--- config.mk ---
export PLATFORM = sky130hd
export DESIGN_NAME = timer_bank
export DESIGN_NICKNAME = d
export VERILOG_FILES = /design/src/rtl/timer_bank.sv
export SDC_FILE = /design/constraint.sdc
export NUM_CORES = 1
export LEC_CHECK = 0
export CAP_MARGIN = 20
export CORE_ASPECT_RATIO = 0.5
export CORE_MARGIN = 2
export CORE_UTILIZATION = 25
export DETAILED_ROUTE_END_ITERATION = 8
export REMOVE_ABC_BUFFERS = 1
export SYNTH_ARGS = -nofsm -noshare
export SYNTH_HDL_FRONTEND = slang
export SYNTH_SLANG_ARGS = --single-unit
--- constraint.sdc ---
create_clock -name clk -period 10.1 [get_ports clk]
set_clock_uncertainty 0.15 [all_clocks]
set_input_delay 1.515 -clock clk [delete_from_list [all_inputs] [get_ports clk]]
set_output_delay 1.515 -clock clk [all_outputs]
set_load 0.1 [all_outputs]
--- src/rtl/timer_bank.sv ---
// timer_bank: memory-mapped bank of N_CH independent 32-bit down-counting
// timers behind the word-addressed device bus.
//
// Each channel owns four word registers starting at BASE_ADDR + 16*ch:
//   +0 CTRL   [0] EN, [2:1] MODE, [3] IM   (MODE 0 one-shot, 1 auto-reload,
//                                            2 cascade, 3 behaves as one-shot)
//   +4 PRESET reload value
//   +8 COUNT  current count, read-only
//   +C STATUS [0] PEND, sticky, write 1 to clear
// In cascade mode a channel only advances on the cycles where its lower
// neighbour hits zero; channel 0 has no neighbour and never advances.
//
// Ports:
//   clk      system clock, rising edge
//   reset    asynchronous active-low reset
//   addr     byte address from the bridge (addr[1:0] ignored)
//   we       write strobe, qualified by an address hit
//   wd       write data
//   rd       read data, combinational from addr (0 on a miss)
//   irq      per-channel interrupt, PEND & IM
//   irq_any  OR of irq
module timer_bank #(
  parameter int          N_CH      = 4,
  parameter logic [31:0] BASE_ADDR = 32'h00007f00
) (
  input  logic            clk,
  input  logic            reset,
  input  logic [31:0]     addr,
  input  logic            we,
  input  logic [31:0]     wd,
  output logic [31:0]     rd,
  output logic [N_CH-1:0] irq,
  output logic            irq_any
);

  localparam int          CH_W = (N_CH > 1) ? $clog2(N_CH) : 1;
  localparam logic [32:0] SPAN = 33'(16 * N_CH);

  typedef enum logic [1:0] {
    IDLE = 2'd0,
    LOAD = 2'd1,
    CNT  = 2'd2
  } state_t;

  state_t          state  [N_CH];
  logic [1:0]      mode   [N_CH];
  logic [31:0]     preset [N_CH];
  logic [31:0]     count  [N_CH];
  logic [N_CH-1:0] en;
  logic [N_CH-1:0] im;
  logic [N_CH-1:0] pend;

  // Address decode. The 33-bit difference borrows into bit 32 when addr is
  // below BASE_ADDR, so a single compare covers both ends of the window.
  logic [32:0]     off;
  logic            hit;
  logic [CH_W-1:0] sel_ch;
  logic [1:0]      sel_reg;

  assign off     = {1'b0, addr} - {1'b0, BASE_ADDR};
  assign hit     = !off[32] && (off < SPAN);
  assign sel_ch  = off[4 +: CH_W];
  assign sel_reg = addr[3:2];

  logic [N_CH-1:0] ctrl_wr;
  logic [N_CH-1:0] preset_wr;
  logic [N_CH-1:0] status_wr;

  always_comb begin
    ctrl_wr   = '0;
    preset_wr = '0;
    status_wr = '0;
    for (int i = 0; i < N_CH; i++) begin
      if (we && hit && (sel_ch == CH_W'(i))) begin
        case (sel_reg)
          2'd0:    ctrl_wr[i]   = 1'b1;
          2'd1:    preset_wr[i] = 1'b1;
          2'd3:    status_wr[i] = 1'b1;
          default: ;
        endcase
      end
    end
  end

  // Per-channel advance and zero-event logic. The cascade tick is taken from
  // the neighbouring generate block so the chain is a plain wire path from
  // channel 0 upward. A CTRL write takes over the channel for that cycle, so
  // no zero event (and no PEND set or neighbour tick) is produced then.
  logic [N_CH-1:0] act_v;
  logic [N_CH-1:0] zero_evt;

  for (genvar g = 0; g < N_CH; g++) begin : g_ch
    logic tick;
    logic act;
    logic zero;

    if (g == 0) begin : g_first
      assign tick = 1'b0;
    end else begin : g_link
      assign tick = g_ch[g-1].zero;
    end

    assign act  = (state[g] == CNT) && !ctrl_wr[g] && ((mode[g] != 2'd2) || tick);
    assign zero = act && (count[g] == 32'd0);

    assign act_v[g]    = act;
    assign zero_evt[g] = zero;
  end

  always_ff @(posedge clk or negedge reset) begin
    if (!reset) begin
      for (int i = 0; i < N_CH; i++) begin
        state[i]  <= IDLE;
        mode[i]   <= 2'd0;
        preset[i] <= 32'd0;
        count[i]  <= 32'd0;
      end
      en   <= '0;
      im   <= '0;
      pend <= '0;
    end else begin
      for (int i = 0; i < N_CH; i++) begin
        // A CTRL write overrides whatever the channel was doing, so the
        // sequencer is held off for that cycle and COUNT stays frozen.
        if (!ctrl_wr[i]) begin
          case (state[i])
            IDLE: ;
            LOAD: begin
              count[i] <= preset[i];
              state[i] <= CNT;
            end
            CNT: begin
              if (act_v[i]) begin
                if (count[i] != 32'd0) begin
                  count[i] <= count[i] - 32'd1;
                end else if ((mode[i] == 2'd1) || (mode[i] == 2'd2)) begin
                  state[i] <= LOAD;
                end else begin
                  en[i]    <= 1'b0;
                  state[i] <= IDLE;
                end
              end
            end
            default: state[i] <= IDLE;
          endcase
        end else begin
          en[i]    <= wd[0];
          mode[i]  <= wd[2:1];
          im[i]    <= wd[3];
          state[i] <= wd[0] ? LOAD : IDLE;
        end

        if (preset_wr[i]) begin
          preset[i] <= wd;
        end

        // A zero event in the same cycle as a clear leaves PEND set.
        if (zero_evt[i]) begin
          pend[i] <= 1'b1;
        end else if (status_wr[i] && wd[0]) begin
          pend[i] <= 1'b0;
        end
      end
    end
  end

  always_comb begin
    rd = 32'd0;
    for (int i = 0; i < N_CH; i++) begin
      if (hit && (sel_ch == CH_W'(i))) begin
        case (sel_reg)
          2'd0:    rd = {28'd0, im[i], mode[i], en[i]};
          2'd1:    rd = preset[i];
          2'd2:    rd = count[i];
          default: rd = {31'd0, pend[i]};
        endcase
      end
    end
  end

  assign irq     = pend & im;
  assign irq_any = |irq;

endmodule

==> summary.txt, run 1 <==
Worst setup path
  • Critical-path cell list: clkdlybuf4s50_1 > or3_1 > or4_4 > nor4_1 > xor2_1 > or2_2 > or3_1 > buf_4 > nor4_1 > clkdlybuf4s50_1
  • CP required: 8.44 ns
  • RR Startpoint: count[0]$_DFFE_PN0P_
  • Crit Path Max Fanout: 37
  • Worst R2R Path Depth: 14
  • CP Data Arrival Time: 6.74 ns
  • Crit path launch type: input pin
  • Endpoint type of the worst setup path: primary output
  • CP peak stage delay: 1.26 ns
  • R2R Path End: count[0]$_DFFE_PN0P_
  • FF-to-FF setup slack: 4.31 ns
  • Worst Path Class, Setup: in2out
  • CP max stage cell: clkdlybuf4s50_1

Synth
  • Post-synth top cells: dfrtp_1 (284), a21oi_1 (204), o21ai_0 (159)
  • Post-Syn Instances: 1840
  • Dominant cells by area after synthesis: dfrtp_1 (43%), mux2_2 (9.0%), a21oi_1 (6.1%)
  • Netlist cell types: 68
  • #FFs+latches synth: 284
  • Count of flip-flops with a built-in enable after synthesis: 0
  • Asr flop ratio synth: 100.0%
  • Sequential fraction of the synthesis area: 42.71%
  • Most numerous cell in the Yosys netlist: dfrtp_1
  • Ys flop type: dfrtp_1
  • Cell area after synthesis: 16640 um2
  • Synth top area share: 42.71%
  • Yosys warns: 0
  • Area leader, netlist: dfrtp_1
  • Mean Syn Cell Area: 9.043 um2

STA
  • FMAX: 0.1190 GHz
  • Setup_tns: 0 ns
  • Final setup viols: 0
  • Final min period: 8.400 ns
  • Slew margin rel.: 33.33%
  • Least-Margin Pin Slew: 0.9969 ns
  • Final max-slew violation count: 0
  • Final Cycle Share: 83.17%
  • Final hold vios: 0
  • Hold WS: 0.3488 ns
  • RSZ-0062 raised after global routing: no

Clock network
  • Post-cts resize count: 0
  • Hold_buf cts: 0
  • Setup bufs post-CTS: 0
  • Worst-Skew Late Latency: 0.53 ns
  • Clk sinks: 284
  • CTS Buf Count: 34
  • H-Tree Depth: 2
  • CTS tree: done
  • Root buf cell: clkbuf_16
  • Clk buf depth: 3
  • CTS clk-pin slew, worst paths: 0.06 ns

Global routing
  • Vias in the first global route: 14670
  • GRT Util Overall: 15.86%
  • GRT overflow: 0
  • Largest net degree at the start of global routing: 113
  • Antenna violations before repair: 1
  • First-pass GRT wire length: 86960 um

Route
  • Antenna Violating Nets Remaining: 0
  • Wire per inst: 20.07 um
  • Final WL: 55640 um
  • DRT Pass-1 Iters: 5
  • Via density: 5.567
  • Via count: 15430
  • Residual DRC: 0
  • Starting DRT DRC Count: 1536

Power and ir drop
  • PD cells: 138.4 nW/um2
  • Internal: 2054 uW
  • Register share of total power: 43.3%
  • Sw Ratio: 24.85%
  • Tot Pwr: 2732 uW
  • Leakage: 0.008020 uW
  • Worst VDD drop: 0.09440 mV
  • Net Sw Power: 678.9 uW
  • Clock power frac: 47.9%
  • Comb power frac: 8.9%

Placement
  • Number of port buffers: 101
  • Detailed placer's ending HPWL: 37190 um
  • Routability congestion estimate from global placement: 0.8178

Die
  • Die Ht: 186.4 um
  • Full die area: 68760 um2
  • Width of the die: 368.8 um
  • Core ar.: 65400 um2
  • Cell Rows: 66
  • Top Ports: 104
  • Initial cell density of the core: 25.44%

Min path
  • WHS Path Cells: 2
  • Endpoint, Worst Hold: en[2]$_DFFE_PN0P_
  • Hold wc startpoint: en[2]$_DFFE_PN0P_
  • Min-Delay Path Class: reg2reg

Outcome
  • Status: finished clean

Layout
  • P&R area growth vs syn: 18.65%
  • Layout net count: 1943
  • Layout cells sized above 1: 14.31%
  • # fillers: 6861

Job
  • MaxCap Viol Count: 0
## worst max-delay path by stage
stage | slack (ns) | start | cells after the start | end
5_1_grt | 1.42 | addr[19] | 10 | rd[29]
2_1_floorplan | -0.48 | addr[3] | 5 | rd[10]
3_3_place_gp | 1.71 | addr[19] | 10 | rd[27]
6_report | 1.70 | addr[19] | 10 | rd[29]
4_1_cts | 1.65 | addr[19] | 10 | rd[29]
3_5_place_dp | 1.66 | addr[19] | 10 | rd[29]
## layout by cell type (no fill, tap or decap), types with 5 or more instances in the layout
cell type,instances
a211oi_1,14
a21oi_1,204
a221oi_1,76
a22o_1,7
a22oi_1,55
a2bb2oi_1,19
a31oi_1,6
and2_1,7
and3_1,8
buf_4,33
bufinv_16,5
clkbuf_1,6
clkbuf_16,37
clkdlybuf4s50_1,98
dfrtp_1,284
ha_1,9
inv_1,21
mux2_2,133
mux2i_1,10
mux4_2,5
nand2_1,123
nand2b_1,17
nand3_1,40
nand4_1,9
nor2_1,145
nor2b_1,8
nor3_1,69
nor4_1,48
o211ai_1,7
o21ai_0,159
o21ai_1,10
o22ai_1,19
o2bb2ai_1,12
o31ai_1,7
o32ai_1,13
or2_2,12
or3_1,39
or4_1,18
## metrics by stage
stage	area [um2]	utilization, %	setup slack, ns	instances
6_report	19740	30.18	1.700	2772
5_1_grt	19740	30.18	1.417	2772
4_1_cts	19740	30.18	1.652	2771
3_5_place_dp	18570	28.39	1.659	2715
3_3_place_gp	18540	28.35	1.710	2714
2_1_floorplan	16060	-	-0.4810	1694
## registers in the layout, indices dropped and copies added, names as in the netlist
register / cells
en: 4
preset: 128
state: 8
pend: 4
im: 4
count: 128
mode: 8
## power groups by stage
stage	sequential [uW]	combinational (uW)	clock (uW)
2_1_floorplan	1190	114	0
3_3_place_gp	1200	238	0
3_5_place_dp	1200	241	0
4_1_cts	1180	242	1330
5_1_grt	1180	267	1380
6_report	1180	242	1310
## cell families after synthesis
| family | count (synthesis) | share of synthesized area [%] |
|---|---|---|
| adders and majority gates | 9 | 0.6768 |
| and+or+nand+nor | 589 | 17.93 |
| xor gates and xnor gates | 6 | 0.3158 |
| DFF | 284 | 42.71 |
| muxes | 152 | 10.55 |
| AOI/OAI and AO/OA | 633 | 23.86 |
| buffers and inverters | 167 | 3.956 |
## metal layers
metal  share of wire (%)  GRT usage [%]
met1                  44          21.61
met2                  46          25.25
met3                 6.6          2.276
met4                 3.7          6.452
met5                   0              0
## worst max-delay path: cells and delay by family
family | cells | cell delay (ns)
xor+xnor | 1 | 0.18
simple gates | 6 | 2.94
buf+inv | 3 | 2.08
## cell type report
type                    instances  area [um2]  share of cell area, %
inverters                      21       78.83                 0.3993
diodes                          1       2.502                0.01268
clock buffers                  46       989.7                  5.013
flip-flops and latches        284        7107                  36.00
repair buffers                137        1321                  6.693
clock inverters                10       182.7                 0.9253
multi-input cells            1389        8954                  45.35
well taps                     884        1106                  5.603
(Power assumes the default switching activity.)
==> run 2, diff against run 1 <==
clock period = 7 ns   (was 10.1 ns; I/O delays follow)
==> run 2 against run 1 <==
Net effect:
- clock power up 44%
- via count up 0.90%
- combinational power up 47%
- largest cell class unchanged
==> summary.txt, run 2 (same netlist as run 1, synthesis figures left out) <==
Layout
  • Layout net count: 1967 (was 1943)
  • Commonest non-fill, non-tap cell in the layout: dfrtp_1 (unchanged)
  • Post-layout util: 30.94% (was 30.18%)
  • Layout cells sized above 1: 17.28% (was 14.31%)
  • Top flop regs: count (128), preset (128) (unchanged)
  • Ant. Diodes: 0 (was 1)
  • P&R area growth vs syn: 21.61% (was 18.65%)
  • Final cell count without fillers: 2799 (was 2772)
  • Most frequent cells in the layout: dfrtp_1 (284), a21oi_1 (204), o21ai_0 (159) (unchanged)

STA
  • RSZ-0062 raised after global routing: no (unchanged)
  • FMAX: 0.1577 GHz
  • Final max-slew violation count: 0 (unchanged)
  • Final Cycle Share: 90.58%
  • Slew margin rel.: 35.34% (was 33.33%)
  • Worst setup margin: 0.6596 ns (was 1.700 ns)
  • Final hold vios: 0 (unchanged)
  • Final min period: 6.340 ns
  • Least-Margin Pin Slew: 0.9669 ns (was 0.9969 ns)
  • Final setup viols: 0 (unchanged)
  • Hold WS: 0.3519 ns (was 0.3488 ns)

Die
  • Full die area: 68760 um2 (unchanged)
  • Core ar.: 65400 um2 (unchanged)
  • Initial cell density of the core: 25.44% (unchanged)
  • Width of the die: 368.8 um (unchanged)
  • Die Ht: 186.4 um (unchanged)
  • Top Ports: 104 (unchanged)
  • Cell Rows: 66 (unchanged)

Route
  • Starting DRT DRC Count: 1678 (was 1536)
  • DRT Pass-1 Iters: 5 (unchanged)
  • WL met1: 24680 um (was 24220 um)
  • Via count: 15570 (was 15430)
  • Max Used Layer: met4 (unchanged)
  • WL met2: 25940 um (was 25710 um)
  • Wire per inst: 20.23 um (was 20.07 um)
  • DR WL met3: 3532 um (was 3652 um)
  • Via density: 5.563 (was 5.567)
  • Final WL: 56630 um (was 55640 um)
  • Antenna Violating Nets Remaining: 0 (unchanged)
  • Residual DRC: 0 (unchanged)

Worst setup path
  • Worst Path Class, Setup: in2out (unchanged)
  • CP max stage cell: nor4_1 (was clkdlybuf4s50_1)
  • Crit path launch type: input pin (unchanged)
  • Crit Path Max Fanout: 37 (unchanged)
  • CP Data Arrival Time: 5.14 ns (was 6.74 ns)
  • CP required: 5.80 ns (was 8.44 ns)
  • Critical-path cell list: clkdlybuf4s50_1 > or3_1 > or4_4 > nor4_1 > xor2_1 > or2_2 > or3_1 > buf_4 > nand2b_1 > a21o_1 > a22oi_1 > buf_12 (was clkdlybuf4s50_1 > or3_1 > or4_4 > nor4_1 > xor2_1 > or2_2 > or3_1 > buf_4 > nor4_1 > clkdlybuf4s50_1)
  • CP most frequent cell: or3_1
  • Worst R2R Path Depth: 15 (was 14)
  • CP peak stage delay: 0.55 ns (was 1.26 ns)
  • Endpoint type of the worst setup path: primary output (unchanged)

Clock network
  • CTS tree: done (unchanged)
  • H-Tree Depth: 2 (unchanged)
  • Clk buf depth: 3 (unchanged)
  • Setup bufs post-CTS: 0 (unchanged)
  • Root buf cell: clkbuf_16 (unchanged)
  • CTS clk-pin slew, worst paths: 0.06 ns (about the same)
  • Worst-Skew Late Latency: 0.54 ns (was 0.53 ns)
  • Post-cts resize count: 0 (unchanged)
  • CTS Buf Count: 34 (unchanged)
  • Clk sinks: 284 (unchanged)
  • Hold_buf cts: 0 (unchanged)

Min path
  • WHS Path Cells: 2 (unchanged)
  • Min-Delay Path Class: reg2reg (unchanged)

Placement
  • DP Cell Count: 2739 (was 2715)
  • Number of port buffers: 101 (unchanged)
  • Worst slack at placement: 0.6348 ns (was 1.659 ns)
  • Routability congestion estimate from global placement: 0.8326 (was 0.8178)
  • Detailed placer's ending HPWL: 38360 um (was 37190 um)

Global routing
  • First-pass GRT wire length: 87760 um (was 86960 um)
  • Vias in the first global route: 14870 (was 14670)
  • GRT Util Overall: 16.00% (was 15.86%)
  • GRT overflow: 0 (unchanged)
  • Antenna violations before repair: 0 (was 1)
  • Largest net degree at the start of global routing: 128 (was 113)

Outcome
  • Status: finished clean (unchanged)

Power and ir drop
  • Worst VDD drop: 0.1253 mV (was 0.09440 mV)
  • Leakage: 0.008303 uW (was 0.008020 uW)
  • Tot Pwr: 3950 uW (was 2732 uW)
  • PD cells: 195.2 nW/um2 (was 138.4 nW/um2)

Job
  • MaxCap Viol Count: 0 (unchanged)
run 2: stage by stage:
step,instance area [um2],setup TNS (ns)
5_1_grt,20230,0
2_1_floorplan,16060,-66.39
3_3_place_gp,19060,0
4_1_cts,20230,0
3_5_place_dp,19060,0
6_report,20230,0
run 2: final timing paths:
check / startpoint / to / slack (ns)
worst max-delay path: addr[19] / rd[1] / 0.66
worst min-delay path: en[2]$_DFFE_PN0P_ / en[2]$_DFFE_PN0P_ / 0.35
worst max register to register: count[32]$_DFFE_PN0P_ / count[16]$_DFFE_PN0P_ / 1.34
worst min register to register: en[2]$_DFFE_PN0P_ / en[2]$_DFFE_PN0P_ / 0.35
max in group asynchronous: reset / count[28]$_DFFE_PN0P_ / 4.85
min in group asynchronous: reset / count[46]$_DFFE_PN0P_ / 0.37
run 2: critical path, delay by kind of cell:
kind	cells	cell delay, ns
AND/OR/NAND/NOR	6	2.39
buffers and inverters	3	1.04
AO/OA/AOI/OAI	2	0.46
XOR/XNOR	1	0.18
run 2: power breakdown:
part           internal [uW]  switching [uW]
clock                   1150             738
combinational            129             227
sequential              1670            38.6
run 2: routing by layer:
layer	vias to the layer above	global-route usage, %
li1	7073	-
met1	7736	21.85
met2	640	25.35
met3	121	1.956
met4	0	7.206
met5	-	0
run 2: cell type report:
cell class	instances	area, um2
Multi-Input combinational cell	1389	8954
Sequential cell	284	7107
Timing Repair Buffer	161	1814
Inverter	21	78.83
Clock inverter	12	170.2
Clock buffer	48	1005
Tap cell	884	1106
Fill cell	6799	45170
==> run 3, diff against run 2 <==
SLEW_MARGIN = 20   (was not set)
==> results of run 3 <==
No change in the layout: final DEF, timing and power equal those of run 2.
